===== config.mk =====
export PLATFORM = sky130hd
export DESIGN_NAME = noc_input_fifo
export DESIGN_NICKNAME = d
export VERILOG_FILES = /design/src/rtl/noc_pkg.sv /design/src/rtl/noc_fifo_mem.sv /design/src/rtl/noc_input_fifo.sv
export SDC_FILE = /design/constraint.sdc
export NUM_CORES = 1
export LEC_CHECK = 0
export ABC_CLOCK_PERIOD_IN_PS = 5100
export CAP_MARGIN = 10
export CORE_MARGIN = 1.5
export CORE_UTILIZATION = 50
export DETAILED_ROUTE_END_ITERATION = 7
export GPL_TIMING_DRIVEN = 1
export PLACE_DENSITY = 0.73
export SLEW_MARGIN = 10
export SYNTH_ARGS = -nofsm -noshare
export SYNTH_HDL_FRONTEND = slang
export SYNTH_SLANG_ARGS = --single-unit

===== constraint.sdc =====
create_clock -name clk -period 5.1 [get_ports clk]
set_clock_uncertainty 0.1 [all_clocks]
set_input_delay 1.275 -clock clk [delete_from_list [all_inputs] [get_ports clk]]
set_output_delay 1.275 -clock clk [all_outputs]
set_load 0.01 [all_outputs]

===== src/rtl/noc_pkg.sv =====
// Shared types for the mesh router input buffer: flit_id codes, field offsets, framing states.
package noc_pkg;

  localparam int ADDR_W    = 4;
  localparam int FLIT_ID_W = 3;
  localparam int DST_LSB   = 0;
  localparam int SRC_LSB   = 4;

  typedef enum logic [FLIT_ID_W-1:0] {
    FLIT_HEADER      = 3'b001,
    FLIT_BODY        = 3'b010,
    FLIT_TAIL        = 3'b100,
    FLIT_HEADER_TAIL = 3'b101
  } flit_id_t;

  typedef enum logic {
    ST_IDLE   = 1'b0,
    ST_IN_PKT = 1'b1
  } frame_state_t;

endpackage


===== src/rtl/noc_fifo_mem.sv =====
// Flit storage: DEPTH x DATA_W register array, one synchronous write port, one combinational read port.
// Contents are deliberately not reset; the pointers in the parent decide what is valid.
module noc_fifo_mem #(
  parameter int DATA_W = 32,
  parameter int DEPTH  = 4,
  localparam int AW    = $clog2(DEPTH)
) (
  input  logic              clk,
  input  logic              wr_en,
  input  logic [AW-1:0]     wr_addr,
  input  logic [DATA_W-1:0] wr_data,
  input  logic [AW-1:0]     rd_addr,
  output logic [DATA_W-1:0] rd_data
);

  logic [DATA_W-1:0] mem_q [DEPTH];

  always_ff @(posedge clk) begin
    if (wr_en) mem_q[wr_addr] <= wr_data;
  end

  assign rd_data = mem_q[rd_addr];

endmodule


===== src/rtl/noc_input_fifo.sv =====
// Router input-port flit FIFO (FWFT) with credit return, read-side framing check, optional parity (NOC_FIFO_PARITY_EN).
// Latency: write visible on rd_data the next cycle; credit_out pulses the cycle after each accepted pop.
// Backpressure: credit-based upstream; a write into a full FIFO without a same-cycle pop is dropped and flagged.
module noc_input_fifo
  import noc_pkg::*;
#(
  parameter int DATA_W = 32,
  parameter int DEPTH  = 4,
  localparam int PTR_W = $clog2(DEPTH) + 1
) (
  input  logic                 clk,
  input  logic                 rst,
  input  logic [DATA_W-1:0]    rx_data,
  input  logic                 rx_valid,
  output logic                 credit_out,
  input  logic                 rd_en,
  output logic [DATA_W-1:0]    rd_data,
  output logic [FLIT_ID_W-1:0] flit_id,
  output logic [ADDR_W-1:0]    dst_addr,
  output logic                 empty,
  output logic                 full,
  output logic [PTR_W-1:0]     occupancy,
  output logic                 overflow_err,
  output logic                 framing_err,
  output logic                 parity_err
);

  logic [PTR_W-1:0] wr_ptr_q, wr_ptr_d, rd_ptr_q, rd_ptr_d;
  logic             credit_q, credit_d;
  logic             overflow_err_q, overflow_err_d;
  logic             framing_err_q, framing_err_d;
  frame_state_t     state_q, state_d;
  logic             wr_en, rd_ok;

  assign empty     = (wr_ptr_q == rd_ptr_q);
  assign full      = (wr_ptr_q[PTR_W-1] != rd_ptr_q[PTR_W-1]) &&
                     (wr_ptr_q[PTR_W-2:0] == rd_ptr_q[PTR_W-2:0]);
  assign occupancy = wr_ptr_q - rd_ptr_q;

  // A full FIFO still accepts a flit when the head leaves in the same cycle.
  assign rd_ok = rd_en & ~empty;
  assign wr_en = rx_valid & (~full | rd_ok);

  noc_fifo_mem #(.DATA_W(DATA_W), .DEPTH(DEPTH)) u_mem (
    .clk     (clk),
    .wr_en   (wr_en),
    .wr_addr (wr_ptr_q[PTR_W-2:0]),
    .wr_data (rx_data),
    .rd_addr (rd_ptr_q[PTR_W-2:0]),
    .rd_data (rd_data)
  );

  assign flit_id  = rd_data[DATA_W-1 -: FLIT_ID_W];
  assign dst_addr = rd_data[DST_LSB +: ADDR_W];

  always_comb begin
    wr_ptr_d       = wr_ptr_q + PTR_W'(wr_en);
    rd_ptr_d       = rd_ptr_q + PTR_W'(rd_ok);
    credit_d       = rd_ok;
    overflow_err_d = overflow_err_q | (rx_valid & full & ~rd_en);
  end

  always_ff @(posedge clk) begin
    if (rst) begin
      wr_ptr_q       <= '0;
      rd_ptr_q       <= '0;
      credit_q       <= 1'b0;
      overflow_err_q <= 1'b0;
    end else begin
      wr_ptr_q       <= wr_ptr_d;
      rd_ptr_q       <= rd_ptr_d;
      credit_q       <= credit_d;
      overflow_err_q <= overflow_err_d;
    end
  end

  always_ff @(posedge clk) begin
    if (rst) begin
      state_q       <= ST_IDLE;
      framing_err_q <= 1'b0;
    end else begin
      state_q       <= state_d;
      framing_err_q <= framing_err_d;
    end
  end

  // Framing only advances on an accepted pop; undefined codes flag an error and hold state.
  always_comb begin
    state_d       = state_q;
    framing_err_d = framing_err_q;
    if (rd_ok) begin
      case (flit_id)
        FLIT_HEADER: begin
          if (state_q == ST_IN_PKT) framing_err_d = 1'b1;
          state_d = ST_IN_PKT;
        end
        FLIT_HEADER_TAIL: begin
          if (state_q == ST_IN_PKT) framing_err_d = 1'b1;
          state_d = ST_IDLE;
        end
        FLIT_BODY: begin
          if (state_q == ST_IDLE) framing_err_d = 1'b1;
        end
        FLIT_TAIL: begin
          if (state_q == ST_IDLE) framing_err_d = 1'b1;
          state_d = ST_IDLE;
        end
        default: framing_err_d = 1'b1;
      endcase
    end
  end

`ifdef NOC_FIFO_PARITY_EN
  logic parity_err_q, parity_err_d;

  // Even parity over the whole flit; the flit is stored regardless.
  always_comb parity_err_d = parity_err_q | (wr_en & (^rx_data));

  always_ff @(posedge clk) begin
    if (rst) parity_err_q <= 1'b0;
    else     parity_err_q <= parity_err_d;
  end

  assign parity_err = parity_err_q;
`else
  assign parity_err = 1'b0;
`endif

  assign credit_out   = credit_q;
  assign overflow_err = overflow_err_q;
  assign framing_err  = framing_err_q;

endmodule


==> results of run 1 <==
## flip-flops by register name (all words and copies together), names as in the netlist
name and count:
framing_err 1, overflow_err 1, state_q 1, rd_ptr_q 3
wr_ptr_q 3, credit_out 1, u_mem.mem_q 128
## cell families after synthesis
group / Yosys count / share of synthesized area
flops: 138 / 0.779
simple gates: 19 / 0.0198
buf+inv: 24 / 0.0253
fa+ha+maj: 7 / 0.0183
mux: 32 / 0.139
compound gates: 6 / 0.00916
xor+xnor: 5 / 0.00844
other cells: 1 / 0.000723
## how the worst min path moves through the flow
stage / start / endpoint / depth (start not counted)
final: overflow_err / overflow_err / 2
after global routing: overflow_err / overflow_err / 2
after CTS: overflow_err / overflow_err / 2
after detailed placement: overflow_err / overflow_err / 2
after global placement: overflow_err / overflow_err / 2
after floorplan: state_q / state_q / 2
## per-stage QoR
stage          cells  hold slack [ns]
2_1_floorplan    232            0.402
3_3_place_gp     440            0.352
3_5_place_dp     440            0.355
4_1_cts          471            0.368
5_1_grt          471            0.394
6_report         471            0.361
## cells in the mapped netlist (all sizes together) (2+ instances only)
cell / count
edfxtp: 128
mux4: 32
buf: 12
dfxtp: 10
inv: 7
ha: 6
clkbuf: 5
nor2: 5
nor3: 5
xnor2: 5
nor2b: 4
a31oi: 2
nor4b: 2
## critical path, delay by kind of cell, from the launching register on
family	cells	cell delay (ns)
buf+inv	2	0.83
flops	1	0.85
mux	1	0.54
## power breakdown
group          total [mW]  switching [mW]  internal [mW]  leakage, nW
registers            1.35          0.0470           1.30         1.26
clock network        1.04           0.406          0.629        0.245
logic               0.534           0.211          0.323        0.669
## metal layers
metal	routed length, um	GRT usage	vias up
li1	-	-	1127
met4	136	0.0832	0
met3	371	0.0530	12
met5	0	0	-
met2	4530	0.263	64
met1	3840	0.238	1297
## final cells by class
type,instances,area (um^2)
multi-input combinational,70,1030
clock inverter,12,83.8
tap,136,170
timing repair buffer,89,873
fill,707,3530
sequential,138,4050
clock buffer,19,422
inverter,7,26.3
## placed cells by master, fill, tap and decap left out, types with 2 or more instances in the layout
master	Yosys	final
edfxtp_1	128	128
clkdlybuf4s50_1	0	82
mux4_2	32	32
clkbuf_16	0	16
dfxtp_1	10	8
inv_1	7	7
buf_4	8	7
ha_1	6	6
xnor2_1	5	5
nor2_1	5	5
clkinv_1	0	5
nor3_2	0	4
nor2b_1	4	4
clkinv_2	0	4
a31oi_1	2	2
nor4b_1	2	2
clkbuf_1	5	2
clkinvlp_4	0	2
dfxtp_2	0	2
==> results by stage, run 1 <==
Global routing:
- In the global route stage, overall resource usage came out at 0.176.
- The pin count of the biggest net entering global routing is 33.
- The via count of the first global-routing pass is between 2k and 3k.
- The wire length of the first global-routing pass is between 10 and 15 mm.
- The final global-route overflow total is 0.
- The initial antenna violation count is 0.

STA:
- The final number of hold-violating endpoints is 0.
- Derived from the worst setup path, the maximum achievable clock frequency is approximately 240 MHz.
- Across all setup checks in the final design, the least slack found is approximately 1 ns.
- In this run the tightest slew margin relative to its limit is 0.273.
- The post-layout minimum cycle time is roughly 4 ns.
- The worst-margin pin slew is between 1 and 1.5 ns.
- Adding up every negative setup slack in the final design gives 0 ns.
- Setup repair after global routing left no endpoint under its margin.
- The number of pins exceeding their max-slew limit in the final report is 0.
- Of the available clock period, the critical path in the final layout requires 0.806.
- The count of final setup violators is 0.

CTS:
- The number of instances resized during post-cts repair is 0.
- The number of setup buffers added after CTS is 0.
- CTS placed an instance of clkbuf_8 at the clock tree root.
- The buffer depth of the longest clock path is 2.
- Clock-pin slew was measured on the worst setup and hold paths at roughly 0.050 ns.
- CTS saw between 100 and 150 sinks.
- The number of buffers added to fix hold violations after cts is 0.
- TritonCTS built the clock tree.
- The H-tree was split into 4 levels.
- The latest clock arrival within the worst-skew pair is 0.50 ns.
- The CTS buffer count is 17.

Die:
- The die outline area is about 11000 um^2.
- The I/O pin count is 84.
- The core box area is 10200 um^2.
- The vertical extent of the die is roughly 100 um.
- The standard-cell row count is 37.
- The die is roughly 100 um wide.
- For this configuration, the core starts out at a cell density of 0.509.

Status:
- The flow ran to the end, and the final reports show no timing, DRC or antenna violations.

Setup path:
- The worst register-to-register path ends at u_mem.mem_q[0][16].
- The slowest cell on the critical path is dfxtp_2.
- For this run, the slowest stage of the critical path takes 0.85 ns.
- The critical path is of the register to output pin type.
- The worst register-to-register path has a depth of 5.
- The worst setup path is launched from a register.
- In this run the worst path has a maximum fanout of 23.
- The most critical setup path has its endpoint at rd_data[26].
- The critical path starts at rd_ptr_q[0].
- The startpoint of the lowest-slack register-to-register path is rd_ptr_q[0].
- The type of element capturing the critical path is an output pin.
- The critical path arrival is between 2 and 3 ns.
- The data required time at the worst endpoint is roughly 3.7 ns.
- Traced cell by cell, the critical path runs through buf_4 > mux4_2 > clkdlybuf4s50_1.
- The setup check on the worst reg-to-reg path leaves a slack of around 1.8 ns.

Placement:
- Port buffering added 82 buffers.
- The HPWL after detailed placement is between 5 and 6 mm.
- The final weighted congestion of routability-driven global placement is a little over 0.7.
- The cell area after placement is 6150 um^2.
- At the placement stage, the worst setup path has a slack of 1.33 ns.

Final layout:
- The finished cells cover 6660 um^2.
- Relative to the synthesized area, the layout overhead comes to 28.3%.
- Measured on the finished design, the core utilization comes to 0.653.
- In the final layout, the share of cells above drive strength 1 is 0.209.
- The count of antenna diodes in the layout is 0.
- The final layout contains 366 nets.

Yosys:
- The number of enable flip-flop cells after synthesis is about 130.
- The fraction of registers with async set/reset is 0.
- In the synthesized netlist, the number of instances is around 230.
- After synthesis, the cell types taking the most area are edfxtp_1, mux4_2, dfxtp_1, ha_1, buf_4.
- For this run, the leading register cell type out of synthesis is edfxtp_1.
- The synthesized area is 5190 um^2.
- The part of the Yosys area used for sequential elements is 0.779.
- The number of synthesized register bits is 138.
- Synthesis produced a netlist with a net count of between 200 and 300.
- Summed over all instances, the cell type with the most area after synthesis is edfxtp_1.
- A synthesized cell averages roughly 22 um^2.
- The fraction of post-synthesis cell area in the top cell type by area is 0.741.
- The warning count from the yosys run is 0.
- After synthesis, the netlist uses 24 different library cells.

Drt:
- The routed layout has between 2k and 3k vias.
- The number of iterations in the first detailed-routing pass is 5.
- The routed via count divided by cell count is approximately 5.3.
- After detailed routing, the average wire length per cell comes to 18.9 um.
- The aggregate routed wire length is between 8 and 9 mm.
- The count of nets left with antenna violations once routing finished came out at 0.
- For this run, design rule violations remaining after detail routing come to 0.
- In this run, the number of DRC markers left after iteration 0 of detailed routing was about 150.

Job:
- The number of max-cap violations is 0.

Min path:
- The worst hold-check path type is register to register.

Power:
- The worst-case vdd ir drop is about 0.28 mV.
- The cell leakage power is between 2 and 2.5 nW.
- For this design the ratio of total power to cell area is between 400 and 500 nW/um^2.
- The design draws roughly 3 mW.
Power figures use the tool's default switching activity.
==> run 2: changes to the inputs <==
ABC_CLOCK_PERIOD_IN_PS = 3700   (was 5100)
CORE_UTILIZATION = 48   (was 50)
PLACE_DENSITY = 0.74   (was 0.73)
clock period = 3.7 ns   (was 5.1 ns; I/O delays follow)
==> results by stage, run 2 (synthesis results as in run 1) <==
Drt:
- The number of design-rule violations left by the first detailed-router iteration came to 129 (was 146).
- The number of iterations in the first detailed-routing pass is 4 (was 5).
- The detailed-route wire length per cell is 19.8 um (was 18.9 um).
- The routed via count divided by cell count is 5.38 (was 5.31).
- The aggregate routed wire length is 9.37 mm (was 8.88 mm).
- The total number of vias is 2549 (was 2500).
- The count of antenna-violating nets left after detailed routing came to 0 (unchanged).
- The DRC violation count after routing is 0 (unchanged).

Die:
- The core box area was 10400 um^2 (was 10200 um^2).
- The die outline area is 11400 um^2 (was 11000 um^2).
- The initial standard-cell utilization of the core came to 0.498 (was 0.509).
- The standard-cell row count was 37 (unchanged).
- The floorplan die width is 107 um (was 105 um).
- The vertical extent of the die came to 107 um (was 105 um).
- The I/O pin count was 84 (unchanged).

Setup path:
- The type of element capturing the critical path is an output pin (unchanged).
- The largest fanout on the critical path is 27 (was 23).
- The path depth of the worst reg2reg path is 7 (was 5).
- The terminus of the critical flop-to-flop path is u_mem.mem_q[2][8] (was u_mem.mem_q[0][16]).
- The beginning of the critical path was rd_ptr_q[1] (was rd_ptr_q[0]).
- The startpoint of the lowest-slack register-to-register path is rd_ptr_q[1] (was rd_ptr_q[0]).
- Cell-by-cell listing of the critical path: buf_4 > mux4_2 > clkdlybuf4s50_1 (unchanged).
- The setup slack on the worst flop-to-flop path came to 1.39 ns (was 1.77 ns).
- The category of the worst setup path launch point is a register (unchanged).
- The slowest cell on the critical path is clkdlybuf4s50_1 (was dfxtp_2).
- The class of the most critical setup path is register to output pin (unchanged).
- The stage delay of the slowest cell on the critical path is 0.51 ns (was 0.85 ns).
- The critical path arrival was 2.40 ns (was 2.74 ns).
- The endpoint of the worst setup timing path is flit_id[1] (was rd_data[26]).
- The data required time at the worst endpoint is 2.67 ns (was 3.72 ns).

Final layout:
- The count of antenna diodes in the layout is 0 (unchanged).
- The share of the core filled with cells came to 0.647 (was 0.653).
- The fraction of final layout cells sized beyond drive strength 1 was 0.234 (was 0.209).
- The final non-filler cell total is 474 (was 471).
- The area of combinational cells with multiple inputs is 1030 um^2 (unchanged).
- The cell area after layout is 6740 um^2 (was 6660 um^2).
- The flip-flop count of the largest register after layout came to 128 (unchanged).
- The growth of design area from synthesis to finish came to 30.0% (was 28.3%).
- The register with the most flip-flops is u_mem.mem_q (unchanged).
- The number of nets in the final layout is 368 (was 366).
- The footprint of the flip-flops and latches is 4050 um^2 (unchanged).
- Top flop regs: u_mem.mem_q (128), rd_ptr_q (3), wr_ptr_q (3) (unchanged).
- The commonest non-fill, non-tap cell in the layout is edfxtp_1 (unchanged).
- The number of filler instances in the final layout is 715 (was 707).
- Highest-count cells in the layout ignoring fill and taps: edfxtp_1, clkdlybuf4s50_1, mux4_2 (unchanged).

STA:
- Derived from the worst setup path, the maximum achievable clock frequency is approximately 300 MHz.
- The number of pins exceeding their max-slew limit in the final report is 0 (unchanged).
- The worst hold slack is 0.368 ns (was 0.361 ns).
- The final number of hold-violating endpoints is 0 (unchanged).
- The post-layout minimum cycle time is about 3.4 ns.
- The post-layout worst setup margin is 0.280 ns (was 0.987 ns).
- The headroom to the max-slew limit was 0.599 (was 0.273).
- The count of final setup violators came to 0 (unchanged).
- The total negative slack is 0 ns (unchanged).
- Of the available clock period, the critical path in the final layout requires 0.924.
- The worst-margin pin slew is 0.597 ns (was 1.08 ns).
- Unrepaired setup endpoints after global routing: no (unchanged).

Power:
- The worst-case vdd ir drop is 0.423 mV (was 0.283 mV).
- The total chip power is 4.19 mW (was 2.92 mW).
- The power density of the placed cells is 622 nW/um^2 (was 438 nW/um^2).
- The cell leakage power is 2.20 nW (was 2.17 nW).

Placement:
- The half-perimeter wire length of the detailed placement result is 5.29 mm (was 5.23 mm).
- The minimum setup slack after placement is 0.779 ns (was 1.33 ns).
- The count of buffers from port buffering was 82 (unchanged).
- The number of cells after detailed placement is 442 (was 440).
- The cell area after placement is 6180 um^2 (was 6150 um^2).
- The final weighted congestion of routability-driven global placement is 0.702 (was 0.704).

Global routing:
- The wire length of the first global-routing pass is 14.4 mm (was 14.0 mm).
- The global routing usage on met1 was 0.221 (was 0.238).
- The most utilized layer in the global route result is met2 (unchanged).
- The global routing usage on met3 is 0.0632 (was 0.0530).
- The initial antenna violation count came to 0 (unchanged).
- The global routing met2 resource utilization is 0.298 (was 0.263).
- The via count of the first global-routing pass is 2638 (was 2623).
- The final global-route overflow total came to 0 (unchanged).
- The overall fraction of global-route tracks in use came to 0.179 (was 0.176).
- The pin count of the biggest net entering global routing is 33 (unchanged).

Status:
- Status: completed (unchanged).

Min path:
- The worst hold-check path type is register to register (unchanged).

CTS:
- The CTS buffer count is 17 (unchanged).
- The H-tree depth reported by CTS is 4 (unchanged).
- The number of sinks driven by the clock tree is 138 (unchanged).
- The buffer depth of the longest clock path was 2 (unchanged).
- The clock slew seen by the registers of the worst setup and hold paths is 0.06 ns (was 0.05 ns).
- The number of buffers added to fix hold violations after cts was 0 (unchanged).
- The number of instances resized during post-cts repair is 0 (unchanged).
- The CTS tree is built (unchanged).
- The post-CTS setup buffer count is 0 (unchanged).
- The clock tree root buffer cell is clkbuf_8 (unchanged).
- The latest clock arrival within the worst-skew pair is 0.51 ns (was 0.50 ns).

Job:
- The number of max-cap violations is 0 (unchanged).
run 2: worst min-delay path by stage:
| stage | cells after the start | end | from |
|---|---|---|---|
| after floorplan | 2 | state_q | state_q |
| after global routing | 2 | overflow_err | overflow_err |
| after CTS | 2 | overflow_err | overflow_err |
| after detailed placement | 2 | overflow_err | overflow_err |
| after global placement | 2 | overflow_err | overflow_err |
| final | 2 | overflow_err | overflow_err |
run 2: cell type report:
type                            instances  share of cell area
Timing Repair Buffer                   91               0.134
Multi-Input combinational cell         70               0.153
Sequential cell                       138               0.600
Clock buffer                           18              0.0620
Clock inverter                         14              0.0221
Tap cell                              136              0.0252
Inverter                                7             0.00390
run 2: where the power goes:
part / internal (mW) / switching, mW / total [mW]
clock network: 0.959 / 0.624 / 1.58
logic: 0.456 / 0.330 / 0.786
registers: 1.79 / 0.0340 / 1.83
total: 3.21 / 0.988 / 4.19
run 2: layer usage:
| metal | up-vias | wire length, um |
|---|---|---|
| met5 | - | 0 |
| met4 | 0 | 77 |
| met3 | 8 | 490 |
| met2 | 90 | 4940 |
| met1 | 1317 | 3860 |
| li1 | 1134 | - |
run 2: critical path: cells and delay by family, from the launching register on:
kind	cells	cell delay, ns
buf+inv	2	0.94
flops	1	0.48
mux	1	0.45
